**src/rtl/ldpcenc_pkg.sv**
```systemverilog
// rtl/ldpcenc_pkg.sv - state encodings and code-geometry lookups for the LDPC encoder controller
package ldpcenc_pkg;

   typedef enum logic [1:0] {
      ST_IDLE = 2'd0,
      ST_MSG  = 2'd1,
      ST_WAIT = 2'd2,
      ST_PRT  = 2'd3
   } state_t;

   localparam logic [1:0] LEN_648  = 2'd0;
   localparam logic [1:0] LEN_1296 = 2'd1;
   localparam logic [1:0] LEN_1944 = 2'd2;
   localparam logic [1:0] LEN_BAD  = 2'd3;

   localparam logic [1:0] RATE_1_2 = 2'd0;
   localparam logic [1:0] RATE_2_3 = 2'd1;
   localparam logic [1:0] RATE_3_4 = 2'd2;
   localparam logic [1:0] RATE_5_6 = 2'd3;

   function automatic logic [4:0] k_syms(input logic [1:0] rate);
      case (rate)
         RATE_1_2: return 5'd12;
         RATE_2_3: return 5'd16;
         RATE_3_4: return 5'd18;
         default:  return 5'd20;
      endcase
   endfunction

   function automatic logic [4:0] m_syms(input logic [1:0] rate);
      case (rate)
         RATE_1_2: return 5'd12;
         RATE_2_3: return 5'd8;
         RATE_3_4: return 5'd6;
         default:  return 5'd4;
      endcase
   endfunction

   // Z = 27 * beats_per_sym; the illegal length code never reaches a latched mode
   function automatic logic [1:0] beats_per_sym(input logic [1:0] len);
      return len + 2'd1;
   endfunction

   function automatic logic [5:0] msg_beats(input logic [3:0] m);
      logic [5:0] k;
      logic [5:0] b;
      k = {1'b0, k_syms(m[1:0])};
      b = {4'b0000, beats_per_sym(m[3:2])};
      return k * b;
   endfunction

endpackage

```
**src/rtl/ldpcenc_ctl_if.sv**
```systemverilog
// rtl/ldpcenc_ctl_if.sv - command and message-beat handshake into the LDPC encoder controller
interface ldpcenc_ctl_if;
   logic        start;
   logic [3:0]  mode_in;
   logic [26:0] data_in;
   logic        vld_in;
   logic        rdy_in;

   modport master (output start, output mode_in, output data_in, output vld_in, input rdy_in);
   modport slave  (input start, input mode_in, input data_in, input vld_in, output rdy_in);
endinterface

```
**src/rtl/ldpcenc_ctl.sv**
```systemverilog
// rtl/ldpcenc_ctl.sv - sequencing controller for the LDPC encoder datapath
module ldpcenc_ctl
   import ldpcenc_pkg::*;
#(
   parameter int WAIT_CYC = 2
) (
   input  logic        clk,
   input  logic        rst_n,
   ldpcenc_ctl_if.slave cmd,
   output logic [1:0]  state,
   output logic [3:0]  mode,
   output logic [4:0]  cnt_sym,
   output logic [1:0]  cnt_vld,
   output logic [1:0]  cnt_vld_max,
   output logic        clr_acc,
   output logic        vld,
   output logic [26:0] data_r1,
   output logic [26:0] data_r2,
   output logic [26:0] data_r3,
   output logic        vld_out,
   output logic        done,
   output logic        busy
);

   state_t     state_q, state_d;
   logic [5:0] beat_cnt;
   logic [7:0] wait_cnt;
   logic [5:0] msg_total;
   logic [4:0] m_last;
   logic       rdy;
   logic       start_ok;
   logic       accept;
   logic       msg_full;
   logic       wait_done;
   logic       vb_wrap;
   logic       last_prt;

   assign msg_total   = msg_beats(mode);
   assign m_last      = m_syms(mode[1:0]) - 5'd1;
   assign cnt_vld_max = mode[3:2];
   assign msg_full    = (beat_cnt == msg_total);
   assign vb_wrap     = (cnt_vld == cnt_vld_max);
   assign start_ok    = (state_q == ST_IDLE) && cmd.start && (cmd.mode_in[3:2] != LEN_BAD);
   assign accept      = cmd.vld_in && rdy;
   assign wait_done   = (wait_cnt == 8'(WAIT_CYC - 1));
   assign last_prt    = (state_q == ST_PRT) && (cnt_sym == m_last) && vb_wrap;

   assign cmd.rdy_in  = rdy;
   assign state       = state_q;

   always_ff @(posedge clk or negedge rst_n) begin
      if (!rst_n) state_q <= ST_IDLE;
      else        state_q <= state_d;
   end

   // MSG holds one extra cycle after the last beat lands in data_r1 so the datapath can absorb it
   always_comb begin
      state_d = state_q;
      case (state_q)
         ST_IDLE: if (start_ok)        state_d = ST_MSG;
         ST_MSG:  if (vld && msg_full) state_d = ST_WAIT;
         ST_WAIT: if (wait_done)       state_d = ST_PRT;
         default: if (last_prt)        state_d = ST_IDLE;
      endcase
   end

   always_comb begin
      rdy  = (state_q == ST_MSG) && !msg_full;
      busy = (state_q != ST_IDLE);
   end

   always_ff @(posedge clk or negedge rst_n) begin
      if (!rst_n) begin
         mode     <= 4'd0;
         cnt_sym  <= 5'd0;
         cnt_vld  <= 2'd0;
         beat_cnt <= 6'd0;
         wait_cnt <= 8'd0;
         clr_acc  <= 1'b0;
         vld      <= 1'b0;
         data_r1  <= 27'd0;
         data_r2  <= 27'd0;
         data_r3  <= 27'd0;
         vld_out  <= 1'b0;
         done     <= 1'b0;
      end else begin
         clr_acc <= start_ok;
         vld     <= accept;
         vld_out <= vld || (state_q == ST_PRT);
         done    <= last_prt;
         if (accept) begin
            data_r3 <= data_r2;
            data_r2 <= data_r1;
            data_r1 <= cmd.data_in;
         end
         case (state_q)
            ST_IDLE: begin
               if (start_ok) begin
                  mode     <= cmd.mode_in;
                  cnt_sym  <= 5'd0;
                  cnt_vld  <= 2'd0;
                  beat_cnt <= 6'd0;
               end
            end
            ST_MSG: begin
               wait_cnt <= 8'd0;
               // counters name the beat now sitting in data_r1
               if (accept) begin
                  beat_cnt <= beat_cnt + 6'd1;
                  if (beat_cnt == 6'd0) begin
                     cnt_sym <= 5'd0;
                     cnt_vld <= 2'd0;
                  end else if (vb_wrap) begin
                     cnt_sym <= cnt_sym + 5'd1;
                     cnt_vld <= 2'd0;
                  end else begin
                     cnt_vld <= cnt_vld + 2'd1;
                  end
               end
            end
            ST_WAIT: begin
               wait_cnt <= wait_cnt + 8'd1;
               if (wait_done) begin
                  cnt_sym <= 5'd0;
                  cnt_vld <= 2'd0;
               end
            end
            default: begin
               if (last_prt) begin
                  cnt_sym <= 5'd0;
                  cnt_vld <= 2'd0;
               end else if (vb_wrap) begin
                  cnt_sym <= cnt_sym + 5'd1;
                  cnt_vld <= 2'd0;
               end else begin
                  cnt_vld <= cnt_vld + 2'd1;
               end
            end
         endcase
      end
   end

endmodule
```
**src/flat_wrapper.sv**
```systemverilog
// flat-port wrapper written by rule: the top's interface ports become plain ports
module ldpcenc_ctl_flat import ldpcenc_pkg::*;
#(
   parameter int WAIT_CYC = 2
)
  (clk, rst_n, state, mode, cnt_sym, cnt_vld, cnt_vld_max, clr_acc, vld, data_r1, data_r2, data_r3, vld_out, done, busy, cmd_start, cmd_mode_in, cmd_data_in, cmd_vld_in, cmd_rdy_in);
  ldpcenc_ctl_if cmd_i ();
  input  logic clk;
  input  logic rst_n;
  output logic [1:0] state;
  output logic [3:0] mode;
  output logic [4:0] cnt_sym;
  output logic [1:0] cnt_vld;
  output logic [1:0] cnt_vld_max;
  output logic clr_acc;
  output logic vld;
  output logic [26:0] data_r1;
  output logic [26:0] data_r2;
  output logic [26:0] data_r3;
  output logic vld_out;
  output logic done;
  output logic busy;
  input wire logic [$bits(cmd_i.start)-1:0] cmd_start;
  input wire logic [$bits(cmd_i.mode_in)-1:0] cmd_mode_in;
  input wire logic [$bits(cmd_i.data_in)-1:0] cmd_data_in;
  input wire logic [$bits(cmd_i.vld_in)-1:0] cmd_vld_in;
  output wire logic [$bits(cmd_i.rdy_in)-1:0] cmd_rdy_in;
  assign cmd_i.start = cmd_start;
  assign cmd_i.mode_in = cmd_mode_in;
  assign cmd_i.data_in = cmd_data_in;
  assign cmd_i.vld_in = cmd_vld_in;
  assign cmd_rdy_in = cmd_i.rdy_in;
  ldpcenc_ctl #(.WAIT_CYC(WAIT_CYC)) u_core (.clk(clk), .rst_n(rst_n), .cmd(cmd_i), .state(state), .mode(mode), .cnt_sym(cnt_sym), .cnt_vld(cnt_vld), .cnt_vld_max(cnt_vld_max), .clr_acc(clr_acc), .vld(vld), .data_r1(data_r1), .data_r2(data_r2), .data_r3(data_r3), .vld_out(vld_out), .done(done), .busy(busy));
endmodule
```
**config.mk**
```make
export PLATFORM = sky130hd
export DESIGN_NAME = ldpcenc_ctl_flat
export DESIGN_NICKNAME = d
export VERILOG_FILES = /design/src/rtl/ldpcenc_pkg.sv /design/src/rtl/ldpcenc_ctl_if.sv /design/src/rtl/ldpcenc_ctl.sv /design/src/flat_wrapper.sv
export SDC_FILE = /design/constraint.sdc
export NUM_CORES = 1
export LEC_CHECK = 0
export CORE_MARGIN = 3
export CORE_UTILIZATION = 44
export DETAILED_ROUTE_END_ITERATION = 8
export PLACE_DENSITY = 0.74
export SLEW_MARGIN = 20
export SYNTH_ARGS = -nofsm -noshare
export SYNTH_HDL_FRONTEND = slang
export SYNTH_SLANG_ARGS = --single-unit
```
**constraint.sdc**
```tcl
create_clock -name clk -period 6.4 [get_ports clk]
set_input_delay 0.64 -clock clk [delete_from_list [all_inputs] [get_ports clk]]
set_output_delay 0.64 -clock clk [all_outputs]
set_load 0.05 [all_outputs]
```
# [Word-level counts from Yosys, hierarchy flattened]
# Index checks and enable logic that the tools add are counted.
[totals] memories=0 mem_bits_rw=0 latchBits=0 inputBits=35 reg_bits=112 out_inout_bits=102 rom_bits=0 wordCells=79
[classes] mul=1 bitwise=0 n_reduce_logical=20 div_mod_pow=0 addsub=6 n_lt_le_gt_ge=0 eq_ne=14 shift=0 muxes=25
[ops] cell="5-bit 2-to-1 mux" n=6
[ops] cell="5-bit one-hot mux with 3 select lines" n=2
[ops] cell="2-bit 2-to-1 mux" n=10
[ops] cell="8-bit one-hot mux with 2 select lines" n=1
[ops] cell="6-bit 2-to-1 mux" n=2
[ops] cell="2-bit one-hot mux with 3 select lines" n=2
[ops] cell="4-bit one-hot mux with 3 select lines" n=1
[ops] cell="6-bit one-hot mux with 2 select lines" n=1
[ops] cell="8-bit by 1-bit adder with 8-bit output, second input constant" n=1
[ops] cell="8-bit by 1-bit equality test with 1-bit output, second input constant" n=1
[ops] cell="2-bit by 1-bit inequality test with 1-bit output, second input constant" n=4
[ops] cell="1-bit logical AND" n=7
[ops] cell="6-bit by 1-bit adder with 6-bit output, second input constant" n=1
[ops] cell="2-bit equality test, second input constant" n=3
[ops] cell="6-bit equality test" n=1
[ops] cell="6-bit zero test" n=1
[ops] cell="5-bit by 2-bit multiplier with 6-bit output" n=1
[ops] cell="3-bit AND reduction" n=2
[ops] cell="2-bit nonzero test" n=3
[ops] cell="5-bit by 1-bit adder with 5-bit output, second input constant" n=1
[ops] cell="5-bit equality test" n=1
[ops] cell="4-bit by 1-bit subtractor with 5-bit output, second input constant" n=1
[ops] cell="2-bit by 1-bit adder with 2-bit output, second input constant" n=2
[ops] cell="2-bit by 1-bit equality test with 1-bit output, second input constant" n=2
[ops] cell="other kinds (8)" n=9

# [Longest topological paths before layout]
[logic_depth] word_depth=9 depth_mapped=13 mapped_depth_nobuf=11

# [Worst setup path after synthesis]
# No wires, ideal clock.
[synth_timing] path_type="register -> register" startpoint="register u_core.mode[0]" endpoint="register u_core.data_r2[21]" slack_ps=2666 period_less_slack_ps=3734 stages_incl_launch_ff=14 t_required_ps=6275 n_path_buf=2 arrival_time_ps=3609 cell_sequence="dfrtp_1 > inv_1 > ha_1 > nor2_1 > ha_1 > fa_1 > xor2_1 > nor3_1 > nand3_1 > o21a_1 > and2_4 > buf_12 > buf_8 > mux2_4"
[synth_between] elab_chain_cells=7 elab_cells_between_ends=9 classes_between="mul: 1; eq/ne: 3; mux: 1; reduce/logical: 4"
[synth_lines] element="from (decl)" line_no="ldpcenc_ctl.sv:11" source="output logic [3:0] mode,"
[synth_lines] element="from (signal assigned)" line_no="ldpcenc_ctl.sv:99" source="mode <= cmd.mode_in;"
[synth_lines] element="2-bit equality test (tied with other cells)" line_no="ldpcenc_pkg.sv:22" source="case (rate)"
[synth_lines] element="5-bit one-hot mux with 3 select lines *" line_no="ldpcenc_pkg.sv:22"
[synth_lines] element="5-bit by 2-bit multiplier with 6-bit output *" line_no="ldpcenc_pkg.sv:49" source="return k * b;"
[synth_lines] element="6-bit equality test *" line_no="ldpcenc_ctl.sv:41" source="assign msg_full = (beat_cnt == msg_total);"
[synth_lines] element="1-bit zero test *" line_no="ldpcenc_ctl.sv:68" source="rdy = (state_q == ST_MSG) && !msg_full;"
[synth_lines] element="1-bit logical AND *" line_no="ldpcenc_ctl.sv:68"
[synth_lines] element="via cmd_rdy_in" line_no="flat_wrapper.sv:27" source="output wire logic [$bits(cmd_i.rdy_in)-1:0] cmd_rdy_in;"
[synth_lines] element="1-bit logical AND *" line_no="ldpcenc_ctl.sv:44" source="assign accept = cmd.vld_in && rdy;"
[synth_lines] element="to (signal assigned)" line_no="ldpcenc_ctl.sv:93" source="data_r2 <= data_r1;"
[synth_lines] element="to (decl)" line_no="ldpcenc_ctl.sv:18" source="output logic [26:0] data_r2,"
# Mark *: on every way through the listed nets, which the timed path passes. The rest lies on a longest branch.
# A chain may end at the register's enable or synchronous reset.

# [Worst setup path in the final report]
[layout_timing] startpoint="register u_core.mode[0]" endpoint="output port cmd_rdy_in"
[layout_between] elab_chain_cells=6 elab_cells_between_ends=8 classes_between="mul: 1; eq/ne: 3; mux: 1; reduce/logical: 3"
[layout_lines] element="2-bit equality test (tied with other cells)" line_no="ldpcenc_pkg.sv:22"
[layout_lines] element="5-bit one-hot mux with 3 select lines *" line_no="ldpcenc_pkg.sv:22"
[layout_lines] element="5-bit by 2-bit multiplier with 6-bit output *" line_no="ldpcenc_pkg.sv:49"
[layout_lines] element="6-bit equality test *" line_no="ldpcenc_ctl.sv:41"
[layout_lines] element="1-bit zero test *" line_no="ldpcenc_ctl.sv:68"
[layout_lines] element="1-bit logical AND *" line_no="ldpcenc_ctl.sv:68"
[layout_lines] element="to (decl)" line_no="flat_wrapper.sv:27"
# Every way passes the cells marked *; elsewhere a longest branch is shown, timed or not.

==> impl_metrics.json <==
{
  "status": "complete, no violations",
  "rows": 39,
  "insertion_delay_ns": 0.35,
  "root_buffer": "clkbuf_16",
  "grt.total_usage_pct": 17.9,
  "clock_sinks": 112,
  "syn2layout_area_growth_pct": 31.2,
  "cts_setup_buffers": 0,
  "die_height_um": 117,
  "io_pins": 137,
  "path_class": "reg -> out",
  "first_pass_iters": 6,
  "rr_worst_depth": 11,
  "grt_pass1_vias": 3664,
  "wire_per_inst_um": 17.4,
  "fmax_ghz": 0.238,
  "yosysSeqAreaShare_pct": 51.8,
  "h-tree-depth": 3,
  "crit_required_ns": 5.76,
  "nets": 583,
  "clock_path_buffers": 2,
  "cp-start-kind": "flop",
  "cts_buffers": 9,
  "synthArstFlopShare_pct": 100,
  "worst_slew_pin_slew_ns": 0.756,
  "dp_slack_ns": 2.63,
  "gp_congestion": 0.884,
  "cts_resized": 0,
  "synth_area_mm2": 0.00542,
  "avgSynthCellArea_um2": 13.7,
  "synth-seq-cells": 112,
  "finalSetupViolations": 0,
  "drv_cap": 0,
  "vias": 3543,
  "r2r_setup_slack_ns": 2.57,
  "synth_flop_cell": "dfrtp_1",
  "diodes": 0,
  "io_buffers": 136,
  "r2r-start": "u_core.mode[2]$_DFFE_PN0P_",
  "ctsHoldBuffers": 0,
  "grt.overflow.total": 0,
  "dp_hpwl_um": 8400,
  "crit_fanout": 4,
  "fin_setup_tns_ns": 0,
  "cts_tree": "yes",
  "antenna_found_initial": 0,
  "synth-edff-count": 0,
  "worstPathArrival_ns": 3.56,
  "timing.final.crit_share_pct": 65.6,
  "routed_wirelength_um": 11800,
  "drive_gt1_share_pct": 20.2,
  "final_max_slew_viol_count": 0,
  "rsz0062_at_grt": "false",
  "via_per_inst": 5.23,
  "end_kind": "output pin",
  "initial_utilization_pct": 46.2,
  "r2r_end": "u_core.data_r3[25]$_DFFE_PN0P_",
  "die_area_mm2": 0.0137,
  "core_area_mm2": 0.0117,
  "final.setup.worst_slack_ns": 2.20,
  "yosysWarnings": 0,
  "synthCells": 394,
  "die_x_um": 117,
  "design_area_mm2": 0.00711,
  "ant_nets": 0,
  "drcViolationCount": 0,
  "period_minus_slack_ns": 4.20,
  "clk_pin_slew_ns": 0.08,
  "clock_skew_ns": 0.00901,
  "drt-initial-drc-count": 241,
  "hold_viol": 0,
  "grt_pass1_wl_um": 18900,
  "synth.distinct_cells": 43,
  "syn_nets": 447,
  "dpl-instance-area_mm2": 0.00677,
  "max_slew_margin_pct": 49.6,
  "grt_max_degree": 60,
  "hp-class": "in -> async"
}
logic make-up after synthesis:
family	Yosys count	synth area share (%)
flip-flops	112	51.8
adder cells (fa/ha/maj)	18	4.30
XOR/XNOR	15	2.56
buffers and inverters	31	4.97
multiplexers	86	23.3
AO/OA/AOI/OAI	49	5.73
AND/OR/NAND/NOR	83	7.39
critical path, cell delays in order (launching register included):
cell	delay (ns)
dfrtp_1	0.41
inv_1	0.11
ha_1	0.36
nor2_1	0.12
ha_1	0.22
fa_1	0.45
xor2_1	0.18
nor3_1	0.24
nand3_1	0.17
o21a_1	0.23
clkdlybuf4s50_1	0.72
layer usage:
layer,GRT usage (%),vias to the layer above,share of wire [%]
li1,-,1648,-
met1,24.8,1735,45
met2,26.2,143,44
met3,6.02,17,9.1
met4,6.65,0,1.5
met5,0,-,0
Yosys cell counts, types with 2 or more instances:
| library cell | n | area, µm² |
|---|---|---|
| a21oi_1 | 8 | 40.0 |
| and3_1 | 2 | 12.5 |
| buf_12 | 8 | 160 |
| buf_4 | 3 | 22.5 |
| clkbuf_1 | 3 | 11.3 |
| dfrtp_1 | 112 | 2800 |
| ha_1 | 17 | 213 |
| inv_1 | 15 | 56.3 |
| mux2_2 | 4 | 45.0 |
| mux2_4 | 79 | 1190 |
| mux2i_1 | 3 | 30.0 |
| nand2_1 | 23 | 86.3 |
| nand3_1 | 10 | 50.1 |
| nand3b_1 | 2 | 15.0 |
| nand4_1 | 5 | 31.3 |
| nor2_1 | 21 | 78.8 |
| nor2b_1 | 8 | 50.1 |
| nor3_1 | 5 | 25.0 |
| o211ai_1 | 2 | 15.0 |
| o21ai_0 | 18 | 90.1 |
| o22ai_1 | 4 | 25.0 |
| o31ai_1 | 7 | 52.6 |
| o32a_1 | 2 | 20.0 |
| or2_2 | 2 | 12.5 |
| xnor2_1 | 9 | 78.8 |
| xor2_1 | 5 | 43.8 |
layout by cell type (no fill, tap or decap), types with 2 or more instances in the layout:
master           instances
nor3_1                   5
nand2_1                 23
bufinv_16                2
dfrtp_1                112
inv_6                    4
nor2_1                  21
buf_4                    5
nor2b_1                  8
mux2_2                   4
o22ai_1                  4
nand3_1                 10
clkdlybuf4s50_1        135
ha_1                    17
mux2_4                  79
clkbuf_16                9
xnor2_1                  9
o32a_1                   2
nand4_1                  5
mux2i_1                  3
a21oi_1                  8
xor2_1                   5
inv_1                   15
o21ai_0                 18
or2_2                    2
o211ai_1                 2
o31ai_1                  7
and3_1                   2
nand3b_1                 2
registers in the layout, summed over array words and instances (netlist names):
name,flops
u_core.data_r1,27
u_core.data_r2,27
u_core.data_r3,27
u_core.wait_cnt,8
u_core.beat_cnt,6
u_core.cnt_sym,5
u_core.mode,4
u_core.cnt_vld,2
u_core.state,2
u_core.clr_acc,1
u_core.done,1
u_core.vld,1
u_core.vld_out,1
worst max-delay path by stage:
stage | from | slack (ns) | end | depth (start not counted)
global route | u_core.mode[0]$_DFFE_PN0P_ | 2.03 | cmd_rdy_in | 10
floorplan | u_core.mode[0]$_DFFE_PN0P_ | 2.67 | u_core.data_r2[21]$_DFFE_PN0P_ | 13
global placement | u_core.mode[2]$_DFFE_PN0P_ | 2.74 | cmd_rdy_in | 9
finish | u_core.mode[0]$_DFFE_PN0P_ | 2.20 | cmd_rdy_in | 10
detailed placement | u_core.mode[2]$_DFFE_PN0P_ | 2.63 | u_core.data_r3[25]$_DFFE_PN0P_ | 11
CTS | u_core.mode[0]$_DFFE_PN0P_ | 2.24 | cmd_rdy_in | 10
area by class of cell:
cell class,instances,area (µm²)
clock buffer,9,225
clock inverter,7,106
fill,922,4610
inverter,16,60.1
multi-input combinational,251,2340
sequential,112,2800
tap,143,179
timing repair buffer,140,1390
through the flow:
step | cells | hold WS, ns | utilization [%]
2_1_floorplan | 394 | 0.344 | -
3_3_place_gp | 662 | 0.497 | 57.8
3_5_place_dp | 662 | 0.491 | 57.8
4_1_cts | 678 | 0.342 | 60.7
5_1_grt | 678 | 0.370 | 60.7
6_report | 678 | 0.320 | 60.7
Power is left out: the tool's default activity adds up to more than one toggle a clock period on the data nets, which glitch-free logic cannot reach.
